$ cat src/rtl/gamepad_sequencer_pkg.sv
// -----------------------------------------------------------------------------
// gamepad_sequencer_pkg
// Shared definitions for the gamepad sequencer: button and command bit
// positions, FSM state encoding, default timing constants and a small helper.
// -----------------------------------------------------------------------------
package gamepad_sequencer_pkg;

   // Bit positions within the 8-bit buttons vector (active-high pressed).
   // The pad shifts A out first, so serial bit n lands at buttons[7-n].
   localparam int BTN_A      = 7;
   localparam int BTN_B      = 6;
   localparam int BTN_SELECT = 5;
   localparam int BTN_START  = 4;
   localparam int BTN_UP     = 3;
   localparam int BTN_DOWN   = 2;
   localparam int BTN_LEFT   = 1;
   localparam int BTN_RIGHT  = 0;

   // Bit positions within the 7-bit cmd strobe vector.
   localparam int CMD_ROT_CW    = 6;
   localparam int CMD_ROT_CCW   = 5;
   localparam int CMD_PAUSE     = 4;
   localparam int CMD_HARD_DROP = 3;
   localparam int CMD_DOWN      = 2;
   localparam int CMD_LEFT      = 1;
   localparam int CMD_RIGHT     = 0;

   // Default timing (40 MHz clock, 60 Hz polling, 12 us latch, 6 us half-period).
   localparam int DEF_CLK_HZ    = 40_000_000;
   localparam int DEF_POLL_DIV  = 666_666;
   localparam int DEF_LATCH_CYC = 480;
   localparam int DEF_HALF_CYC  = 240;
   localparam int DEF_DAS_DELAY = 16;
   localparam int DEF_DAS_RATE  = 6;

   typedef enum logic [2:0] {
      ST_IDLE  = 3'd0,
      ST_LATCH = 3'd1,
      ST_LOW   = 3'd2,
      ST_HIGH  = 3'd3,
      ST_DONE  = 3'd4
   } state_e;

   function automatic int max2(input int a, input int b);
      return (a > b) ? a : b;
   endfunction

endpackage

$ cat src/rtl/gamepad_sequencer_autorepeat_unit.sv
// -----------------------------------------------------------------------------
// autorepeat_unit
// Delayed auto-shift for one direction: fires on the press frame, again
// DAS_DELAY frames later, then every DAS_RATE frames while the button is held.
//
// Ports
//   clk, reset  : clock, synchronous active-high reset
//   frame_tick  : high on the cycle a new frame of button state is available
//   held        : button state of the new frame
//   inhibit     : forces the unit idle (counter held at 0, no fire)
//   fire        : combinational, high with frame_tick when a command is due
// -----------------------------------------------------------------------------
module autorepeat_unit
   import gamepad_sequencer_pkg::*;
#(
   parameter int DAS_DELAY = DEF_DAS_DELAY,
   parameter int DAS_RATE  = DEF_DAS_RATE
) (
   input  logic clk,
   input  logic reset,
   input  logic frame_tick,
   input  logic held,
   input  logic inhibit,
   output logic fire
);

   localparam int CNT_W = $clog2(max2(DAS_DELAY, DAS_RATE) + 1);

   // cnt_q counts frames since the last fire; 0 means "not held last frame".
   // armed_q selects the repeat period once the initial delay has elapsed.
   logic [CNT_W-1:0] cnt_q, cnt_d, target;
   logic             armed_q, armed_d;
   logic             active, due;

   always_comb begin
      active  = held & ~inhibit;
      target  = armed_q ? CNT_W'(DAS_RATE) : CNT_W'(DAS_DELAY);
      due     = (cnt_q == '0) || (cnt_q == target);
      fire    = frame_tick & active & due;
      cnt_d   = cnt_q;
      armed_d = armed_q;
      if (frame_tick) begin
         if (!active) begin
            cnt_d   = '0;
            armed_d = 1'b0;
         end else if (due) begin
            cnt_d   = CNT_W'(1);
            armed_d = armed_q | (cnt_q != '0);
         end else if (cnt_q != '1) begin
            cnt_d   = cnt_q + CNT_W'(1);
         end
      end
   end

   always_ff @(posedge clk) begin
      if (reset) begin
         cnt_q   <= '0;
         armed_q <= 1'b0;
      end else begin
         cnt_q   <= cnt_d;
         armed_q <= armed_d;
      end
   end

endmodule

$ cat src/rtl/gamepad_sequencer.sv
// -----------------------------------------------------------------------------
// gamepad_sequencer
// Polls a serial game pad (latch / shift-clock / active-low data), assembles
// the 8 button bits, and turns them into one-cycle game command strobes with
// press detection and auto-repeat for the movement directions.
//
// Ports
//   clk          : system clock
//   reset        : synchronous active-high reset
//   enable       : allows new scans to start (a running scan always finishes)
//   button_data  : pad serial data, active-low, already synchronised
//   latch, pulse : registered pad strobes
//   buttons      : pressed state, bit7..0 = A,B,Select,Start,Up,Down,Left,Right
//   frame_valid  : one-cycle strobe when buttons updates
//   cmd          : one-cycle strobes, bit6..0 = rot_cw,rot_ccw,pause,
//                  hard_drop,down,left,right; zero whenever frame_valid is low
// -----------------------------------------------------------------------------
module gamepad_sequencer
   import gamepad_sequencer_pkg::*;
#(
   parameter int CLK_HZ    = DEF_CLK_HZ,
   parameter int POLL_DIV  = DEF_POLL_DIV,
   parameter int LATCH_CYC = DEF_LATCH_CYC,
   parameter int HALF_CYC  = DEF_HALF_CYC,
   parameter int DAS_DELAY = DEF_DAS_DELAY,
   parameter int DAS_RATE  = DEF_DAS_RATE
) (
   input  logic       clk,
   input  logic       reset,
   input  logic       enable,
   input  logic       button_data,
   output logic       latch,
   output logic       pulse,
   output logic [7:0] buttons,
   output logic       frame_valid,
   output logic [6:0] cmd
);

   // Poll counter is sized for at least one second of clocks so any
   // sensible poll rate fits.
   localparam int POLL_W  = $clog2(max2(CLK_HZ, POLL_DIV) + 1);
   localparam int PHASE_W = $clog2(max2(LATCH_CYC, HALF_CYC) + 1);

   localparam logic [POLL_W-1:0]  POLL_LAST  = POLL_W'(POLL_DIV - 1);
   localparam logic [PHASE_W-1:0] LATCH_LAST = PHASE_W'(LATCH_CYC - 1);
   localparam logic [PHASE_W-1:0] HALF_LAST  = PHASE_W'(HALF_CYC - 1);

   state_e              state_q, state_d;
   logic [POLL_W-1:0]   poll_q, poll_d;
   logic [PHASE_W-1:0]  phase_q, phase_d;
   logic [2:0]          bit_q, bit_d;
   logic [6:0]          shift_q, shift_d;
   logic [7:0]          buttons_q, buttons_d;
   logic                latch_q, latch_d;
   logic                pulse_q, pulse_d;
   logic                frame_valid_q, frame_valid_d;
   logic [6:0]          cmd_q, cmd_d;

   logic                poll_tick;
   logic                frame_tick;
   logic                sample;
   logic [7:0]          new_buttons;
   logic                lr_both;
   logic [2:0]          rep_held, rep_inhibit, rep_fire;

   assign sample = ~button_data;

   // The eighth bit is taken straight from the pad on the last LOW cycle, so
   // the frame is complete on the same edge that enters DONE.
   assign new_buttons = {shift_q, sample};
   assign lr_both     = new_buttons[BTN_LEFT] & new_buttons[BTN_RIGHT];

   // ---------------------------------------------------------------- state reg
   always_ff @(posedge clk) begin
      if (reset) begin
         state_q       <= ST_IDLE;
         poll_q        <= '0;
         phase_q       <= '0;
         bit_q         <= '0;
         shift_q       <= '0;
         buttons_q     <= '0;
         latch_q       <= 1'b0;
         pulse_q       <= 1'b0;
         frame_valid_q <= 1'b0;
         cmd_q         <= '0;
      end else begin
         state_q       <= state_d;
         poll_q        <= poll_d;
         phase_q       <= phase_d;
         bit_q         <= bit_d;
         shift_q       <= shift_d;
         buttons_q     <= buttons_d;
         latch_q       <= latch_d;
         pulse_q       <= pulse_d;
         frame_valid_q <= frame_valid_d;
         cmd_q         <= cmd_d;
      end
   end

   // --------------------------------------------------------------- next state
   always_comb begin
      state_d    = state_q;
      phase_d    = phase_q;
      bit_d      = bit_q;
      shift_d    = shift_q;
      frame_tick = 1'b0;
      poll_tick  = (poll_q == POLL_LAST);
      poll_d     = poll_tick ? '0 : poll_q + POLL_W'(1);

      case (state_q)
         ST_IDLE: begin
            // A tick that arrives while busy or disabled is simply lost.
            if (poll_tick && enable) begin
               state_d = ST_LATCH;
               phase_d = '0;
               bit_d   = '0;
            end
         end
         ST_LATCH: begin
            if (phase_q == LATCH_LAST) begin
               state_d = ST_LOW;
               phase_d = '0;
            end else begin
               phase_d = phase_q + PHASE_W'(1);
            end
         end
         ST_LOW: begin
            if (phase_q == HALF_LAST) begin
               phase_d = '0;
               shift_d = {shift_q[5:0], sample};
               if (bit_q == 3'd7) begin
                  state_d    = ST_DONE;
                  frame_tick = 1'b1;
               end else begin
                  state_d = ST_HIGH;
               end
            end else begin
               phase_d = phase_q + PHASE_W'(1);
            end
         end
         ST_HIGH: begin
            if (phase_q == HALF_LAST) begin
               phase_d = '0;
               bit_d   = bit_q + 3'd1;
               state_d = ST_LOW;
            end else begin
               phase_d = phase_q + PHASE_W'(1);
            end
         end
         ST_DONE: begin
            state_d = ST_IDLE;
         end
         default: begin
            state_d = ST_IDLE;
         end
      endcase
   end

   // -------------------------------------------------------- auto-repeat units
   // Index 2..0 = down, left, right, matching both the button and cmd bits.
   assign rep_held    = {new_buttons[BTN_DOWN], new_buttons[BTN_LEFT], new_buttons[BTN_RIGHT]};
   assign rep_inhibit = {1'b0, lr_both, lr_both};

   generate
      for (genvar gi = 0; gi < 3; gi++) begin : g_rep
         autorepeat_unit #(
            .DAS_DELAY (DAS_DELAY),
            .DAS_RATE  (DAS_RATE)
         ) u_rep (
            .clk        (clk),
            .reset      (reset),
            .frame_tick (frame_tick),
            .held       (rep_held[gi]),
            .inhibit    (rep_inhibit[gi]),
            .fire       (rep_fire[gi])
         );
      end
   endgenerate

   // ------------------------------------------------------------------ outputs
   // Outputs are decoded from the next state so the registered strobes line
   // up exactly with the state they belong to.
   always_comb begin
      latch_d       = (state_d == ST_LATCH);
      pulse_d       = (state_d == ST_HIGH);
      frame_valid_d = frame_tick;
      buttons_d     = frame_tick ? new_buttons : buttons_q;
      cmd_d         = '0;
      if (frame_tick) begin
         // buttons_q still holds the previous frame here.
         cmd_d[CMD_ROT_CW]    = new_buttons[BTN_A]     & ~buttons_q[BTN_A];
         cmd_d[CMD_ROT_CCW]   = new_buttons[BTN_B]     & ~buttons_q[BTN_B];
         cmd_d[CMD_PAUSE]     = new_buttons[BTN_START] & ~buttons_q[BTN_START];
         cmd_d[CMD_HARD_DROP] = new_buttons[BTN_UP]    & ~buttons_q[BTN_UP];
         cmd_d[CMD_DOWN]      = rep_fire[2];
         cmd_d[CMD_LEFT]      = rep_fire[1];
         cmd_d[CMD_RIGHT]     = rep_fire[0];
      end
   end

   assign latch       = latch_q;
   assign pulse       = pulse_q;
   assign buttons     = buttons_q;
   assign frame_valid = frame_valid_q;
   assign cmd         = cmd_q;

endmodule
$ cat config.mk
export PLATFORM = sky130hd
export DESIGN_NAME = gamepad_sequencer
export DESIGN_NICKNAME = d
export VERILOG_FILES = /design/src/rtl/gamepad_sequencer_pkg.sv /design/src/rtl/gamepad_sequencer_autorepeat_unit.sv /design/src/rtl/gamepad_sequencer.sv
export SDC_FILE = /design/constraint.sdc
export NUM_CORES = 1
export LEC_CHECK = 0
export BUFFER_PORTS_ARGS = -buffer_cell sky130_fd_sc_hd__buf_4
export CORE_MARGIN = 4
export CORE_UTILIZATION = 50
export CTS_CLUSTER_DIAMETER = 150
export DETAILED_ROUTE_END_ITERATION = 6
export PLACE_DENSITY = 0.78
export SYNTH_ARGS = -nofsm -noshare
export SYNTH_HDL_FRONTEND = slang
export SYNTH_HIERARCHICAL = 1
export SYNTH_SLANG_ARGS = --single-unit
export TNS_END_PERCENT = 50
$ cat constraint.sdc
create_clock -name clk -period 5.25 [get_ports clk]
set_clock_uncertainty 0.1 [all_clocks]
set_input_delay 0 -clock clk [delete_from_list [all_inputs] [get_ports clk]]
set_output_delay 0 -clock clk [all_outputs]
set_load 0.01 [all_outputs]
Yosys cells after proc, flatten, opt, wreduce, memory -nomap -nowiden. Cells that the tools add are included.

Add/subtract/negate cells: 6. $mul: 0. Div/mod/pow operators: 0. $lt $le $gt $ge: 0. Eq/ne operators: 23. Shift operators: 0. Multiplexer cells: 34. Bitwise gates (word level): 23. Reduce and logical (&&, ||, !) cells: 25.

Operators with widths (count): 2-to-1 mux 5 bit (12); 2-to-1 mux 9 bit (3); one-hot mux 9 bit (3 select lines) (1); adder 26 x 1 -> 26 bit, second input constant (1); equality test 26 x 20 -> 1 bit, second input constant (1); 2-to-1 mux 3 bit (7); AND reduction 2 bit (8); adder 5 x 1 -> 5 bit, second input constant (3); equality test 5 bit (3); zero test 5 bit (3); != test 5 bit, second input constant (3); nonzero test 5 bit (3); bitwise AND 1 bit (13); one-hot mux 3 bit (4 select lines) (1); adder 9 x 1 -> 9 bit, second input constant (1); equality test 3 x 2 -> 1 bit, second input constant (3); equality test 9 x 8 -> 1 bit, second input constant (1); equality test 9 bit, second input constant (1); 2-to-1 mux 1 bit (9); != test 2 bit, second input constant (4); inverter 1 bit (7); equality test 3 x 1 -> 1 bit, second input constant (2); != test 3 bit, second input constant (2); one-hot mux 3 bit (2 select lines) (1); other kinds (12) (18).

Bits in registers: 84. Bits in latches: 0. Memory bits (writable): 0. ROM bits: 0. Bits of input ports: 4. Output and inout port bits: 18. Logic and storage cells: 127. Memories kept: 0.

Logic depth before layout (Yosys ltp).
Word-level depth: 6. Depth in mapped cells: 8. Depth with buffers taken out: 8.

Hierarchy. The synthesis kept the hierarchy.

By module, submodules not included: gamepad_sequencer (instances 1, cells each 317, area each 2847.7 um^2); autorepeat_unit (instances 3, cells each 47, area each 435.4 um^2).

Worst setup path before layout. Ideal clock, no wire load.

Path kind: register to register. Start: register phase_q[0]. End: register g_rep[0].u_rep.cnt_q[1]. Setup time: 0.117 ns. Arrival: 2.380 ns. Required time: 5.033 ns. Setup slack: 2.653 ns. Stages on the path, launching flop included: 9. Path buffers: 0. Cells stage by stage: dfxtp_1 > ha_1 > nand3_1 > nor4_4 > nand2_4 > inv_1 > o211ai_2 > and2_1 > a32o_1.

Longest elaborated chain between the ends: 4.

RTL lines: start: declaration (RTL line gamepad_sequencer.sv:50) `logic [PHASE_W-1:0] phase_q, phase_d;`; start signal: assignment (RTL line gamepad_sequencer.sv:89) `phase_q <= phase_d;`; equality test 9 x 8 -> 1 bit (RTL line gamepad_sequencer.sv:128) `if (phase_q == HALF_LAST) begin`; 2-to-1 mux 1 bit (RTL line gamepad_sequencer.sv:128); 2-to-1 mux 1 bit (RTL line gamepad_sequencer.sv:110) `case (state_q)`; net frame_tick (RTL line gamepad_sequencer.sv:60) `logic frame_tick;`; AND reduction 2 bit (no source line); end signal: assignment (RTL line gamepad_sequencer_autorepeat_unit.sv:60) `cnt_q <= cnt_d;`; end: declaration (RTL line gamepad_sequencer_autorepeat_unit.sv:31) `logic [CNT_W-1:0] cnt_q, cnt_d, target;`.

The timed path passes the listed nets, and every way through them passes these cells. A chain may end at the register's enable or synchronous reset.

Worst setup path after layout.
Start: register phase_q[0]. End: register g_rep[1].u_rep.cnt_q[1].

Longest elaborated chain between the ends: 4.

RTL lines (RTL line): equality test 9 x 8 -> 1 bit (gamepad_sequencer.sv:128); 2-to-1 mux 1 bit (gamepad_sequencer.sv:128); 2-to-1 mux 1 bit (gamepad_sequencer.sv:110); net frame_tick (gamepad_sequencer.sv:60); AND reduction 2 bit (no source line); end signal: assignment (gamepad_sequencer_autorepeat_unit.sv:60); end: declaration (gamepad_sequencer_autorepeat_unit.sv:31).

The timed path passes the listed nets, and every way through them passes these cells.

==> flow_summary.toml <==
[worst_setup_path]
worst_setup_path_start_kind = "register"
cp_max_fo = 17
crit_required_ps = 5390
crit_type = "register to register"
worstPathArrival_ps = 3480
worstSetupEndpointType = "register"

[hold_path]
min_path_type = "input port to register"

[synthesis]
ys_ff_latch = 84
yosysMostFrequentCell = "dfxtp_1"
syn_inst = 458
ys_seq_area_share_pct = 40.5
ys_dominant_reg_cell = "dfxtp_1"
synth_edf_count = 0
yosysTopAreaCellShare_pct = 40.5
syn_area_um2 = 4150
syn_area_per_cell_um2 = 9.07
yosysUniqueCellTypes = 59
synthArstFlopShare_pct = 0
yosysTopAreaCell = "dfxtp_1"
synthTopCellsByArea = "dfxtp_1 40%, nor2_1 4.7%, xor2_1 4.4%"
yosysWarnings = 6
synth_common_cells = "84 x dfxtp_1, 52 x nor2_1, 33 x nand3_1, 27 x inv_1, 27 x nand2_1"

[timing]
clock.fmax_mhz = 299
fin_tns_setup_ps = 0
tightestPinTransition_ps = 1060
slew_viol_final = 0
timing.hold.ws_ps = 116
hold_violations = 0
fin_crit_sh_pct = 63.6
relSlewSlack_pct = 28.6
setup_viol = 0
rsz0062_at_grt = "false"
min_period_ps = 3340
layout_setup_ws_ps = 1910

[drt]
drcViolationCount = 0
viasPerCell = 5.76
ant_nets = 0
wire_per_inst_um = 13.9
drt_iter0_markers = 231
wl_um = 8120
via_count = 3370
first_pass_iters = 5

[die]
rows = 32
die-area_um2 = 9830
start_util_pct = 52.7
die_x_um = 99.2
die-height_um = 99.2
coreArea_um2 = 7890
io_pins = 22

[layout]
layout.nets = 497
layout-drive-gt1-share_pct = 12.0
area_growth_pct = 11.0
diodes = 0

[clock_network]
clkTransAtPathRegs_ps = 90
root_buffer = "clkbuf_8"
h-tree-depth = 3
cts_sinks = 84
clkLatencyLatePin_ps = 350
cts_buffer_depth = 2
cts_tree = "built"
cts_inserted_buffers = 9

[grt]
use_met3_pct = 4.35
met1_usage_pct = 22.2
grt_max_degree = 34
grt-ovfl-total = 0
grt_pass1_vias = 3119
grt_use_met2_pct = 28.0
antenna_found_initial = 0
grt_pass1_wl_um = 14100
gr-usage-all-layers_pct = 17.1
busiest_layer = "met2"

[run]
drv_cap = 0

[placed_design]
preCtsSetupSlack_ps = 1960
gp_congestion = 0.922
port_buffers = 21
dp_hpwl_um = 5560

[pwr]
peakVddDrop_mv = 0.118
p_leak_nw = 1.75
power_density_nw_per_um2 = 257

[status]
status = "finished clean"
[per-stage QoR]
step | cells | utilization (%) | area [um^2] | power [W]
after global routing | 585 | 58.4 | 4610 | 0.00122
final | 585 | 58.4 | 4610 | 0.00118
after CTS | 585 | 58.4 | 4610 | 0.00119
after floorplan | 459 | - | 4160 | 0.000670
after global placement | 567 | 55.2 | 4360 | 0.000676
after detailed placement | 567 | 55.2 | 4360 | 0.000677
[final cells by class]
class | instances | area, um^2
flip-flops and latches | 84 | 1680
inverters | 28 | 106
clock inverters | 3 | 68.8
clock buffers | 12 | 155
multi-input cells | 332 | 2280
fillers | 668 | 3280
repair buffers | 24 | 188
well taps | 102 | 128
[path summary, 6_finish.rpt]
| check | slack [ps] | to | start | cells past startpoint |
|---|---|---|---|---|
| worst min register to register | 360 | cmd[6]$_SDFF_PP0_ | buttons[7]$_SDFFE_PP0P_ | 1 |
| worst max register to register | 1910 | g_rep[1].u_rep/cnt_q[1]$_SDFFE_PP0P_ | phase_q[0]$_SDFFE_PP0P_ | 8 |
| worst min-delay path | 120 | phase_q[4]$_SDFFE_PP0P_ | enable | 5 |
| worst max-delay path | 1910 | g_rep[1].u_rep/cnt_q[1]$_SDFFE_PP0P_ | phase_q[0]$_SDFFE_PP0P_ | 8 |
[metal layers]
| metal | share of wire, % | vias up | wire (um) |
|---|---|---|---|
| met5 | 0 | - | 0 |
| met4 | 1.4 | 0 | 116 |
| met3 | 4.3 | 11 | 347 |
| met2 | 46 | 81 | 3740 |
| met1 | 48 | 1580 | 3910 |
| li1 | - | 1698 | - |
[logic make-up (layout without fill, tap and decap cells)]
group | Yosys count | after routing | synth area share (%)
multiplexers | 9 | 9 | 2.17
adder cells (fa/ha/maj) | 14 | 14 | 4.22
XOR/XNOR | 26 | 26 | 5.48
buffers and inverters | 43 | 67 | 4.67
AO/OA/AOI/OAI | 67 | 67 | 11.9
flip-flops | 84 | 84 | 40.5
other | 1 | 2 | 0.0903
AND/OR/NAND/NOR | 214 | 214 | 31.0
[registers in the layout, indices dropped and copies added (netlist names)]
signal / flops
phase_q: 9
latch: 1
cmd: 7
shift_q: 7
pulse: 1
g_rep.u_rep/armed_q: 3
buttons: 8
g_rep.u_rep/cnt_q: 15
poll_q: 26
frame_valid: 1
state_q: 3
bit_q: 3
[worst max-delay path, cell delays in order, from the launching register on]
cell and delay (ps):
dfxtp_1 400, ha_1 220, nand3_1 190, nor4_4 950, nand2_4 190, inv_1 440
o211ai_2 250, and2_1 230, a32o_1 250
[report_power, final]
part           leakage [nW]  switching (W)  internal, W
clock                 0.113       0.000226     0.000294
sequential            0.677     0.00000252     0.000638
combinational         0.963      0.0000144   0.00000753
[layout by cell type, fill, tap and decap left out, types with 5 or more instances in the layout]
cell,netlist,final
buf_4,0,21
o311ai_1,6,6
and3_1,10,10
a32o_1,6,6
nor2_1,52,52
nor3_1,9,9
nand4_1,18,18
dfxtp_1,84,84
nand2_1,27,27
clkbuf_8,0,11
inv_1,27,27
nand3_1,33,33
ha_1,14,14
o21a_1,6,6
a21oi_1,11,11
and2_1,6,6
nand3b_1,7,7
nand2b_1,9,9
xor2_1,21,21
o21ai_1,6,6
xnor2_1,5,5
mux2i_1,9,9
o21ai_0,6,6
a211oi_1,7,7
[timing repair]
| item | 4_1_cts | 5_1_grt |
|---|---|---|
| hold endpoints to repair | 16 | 0 |
| hold buffers | 3 | 0 |
| setup buffers | 0 | 0 |
| resized for setup | 0 | 0 |
Note: power is estimated with default switching activity, not from simulation.
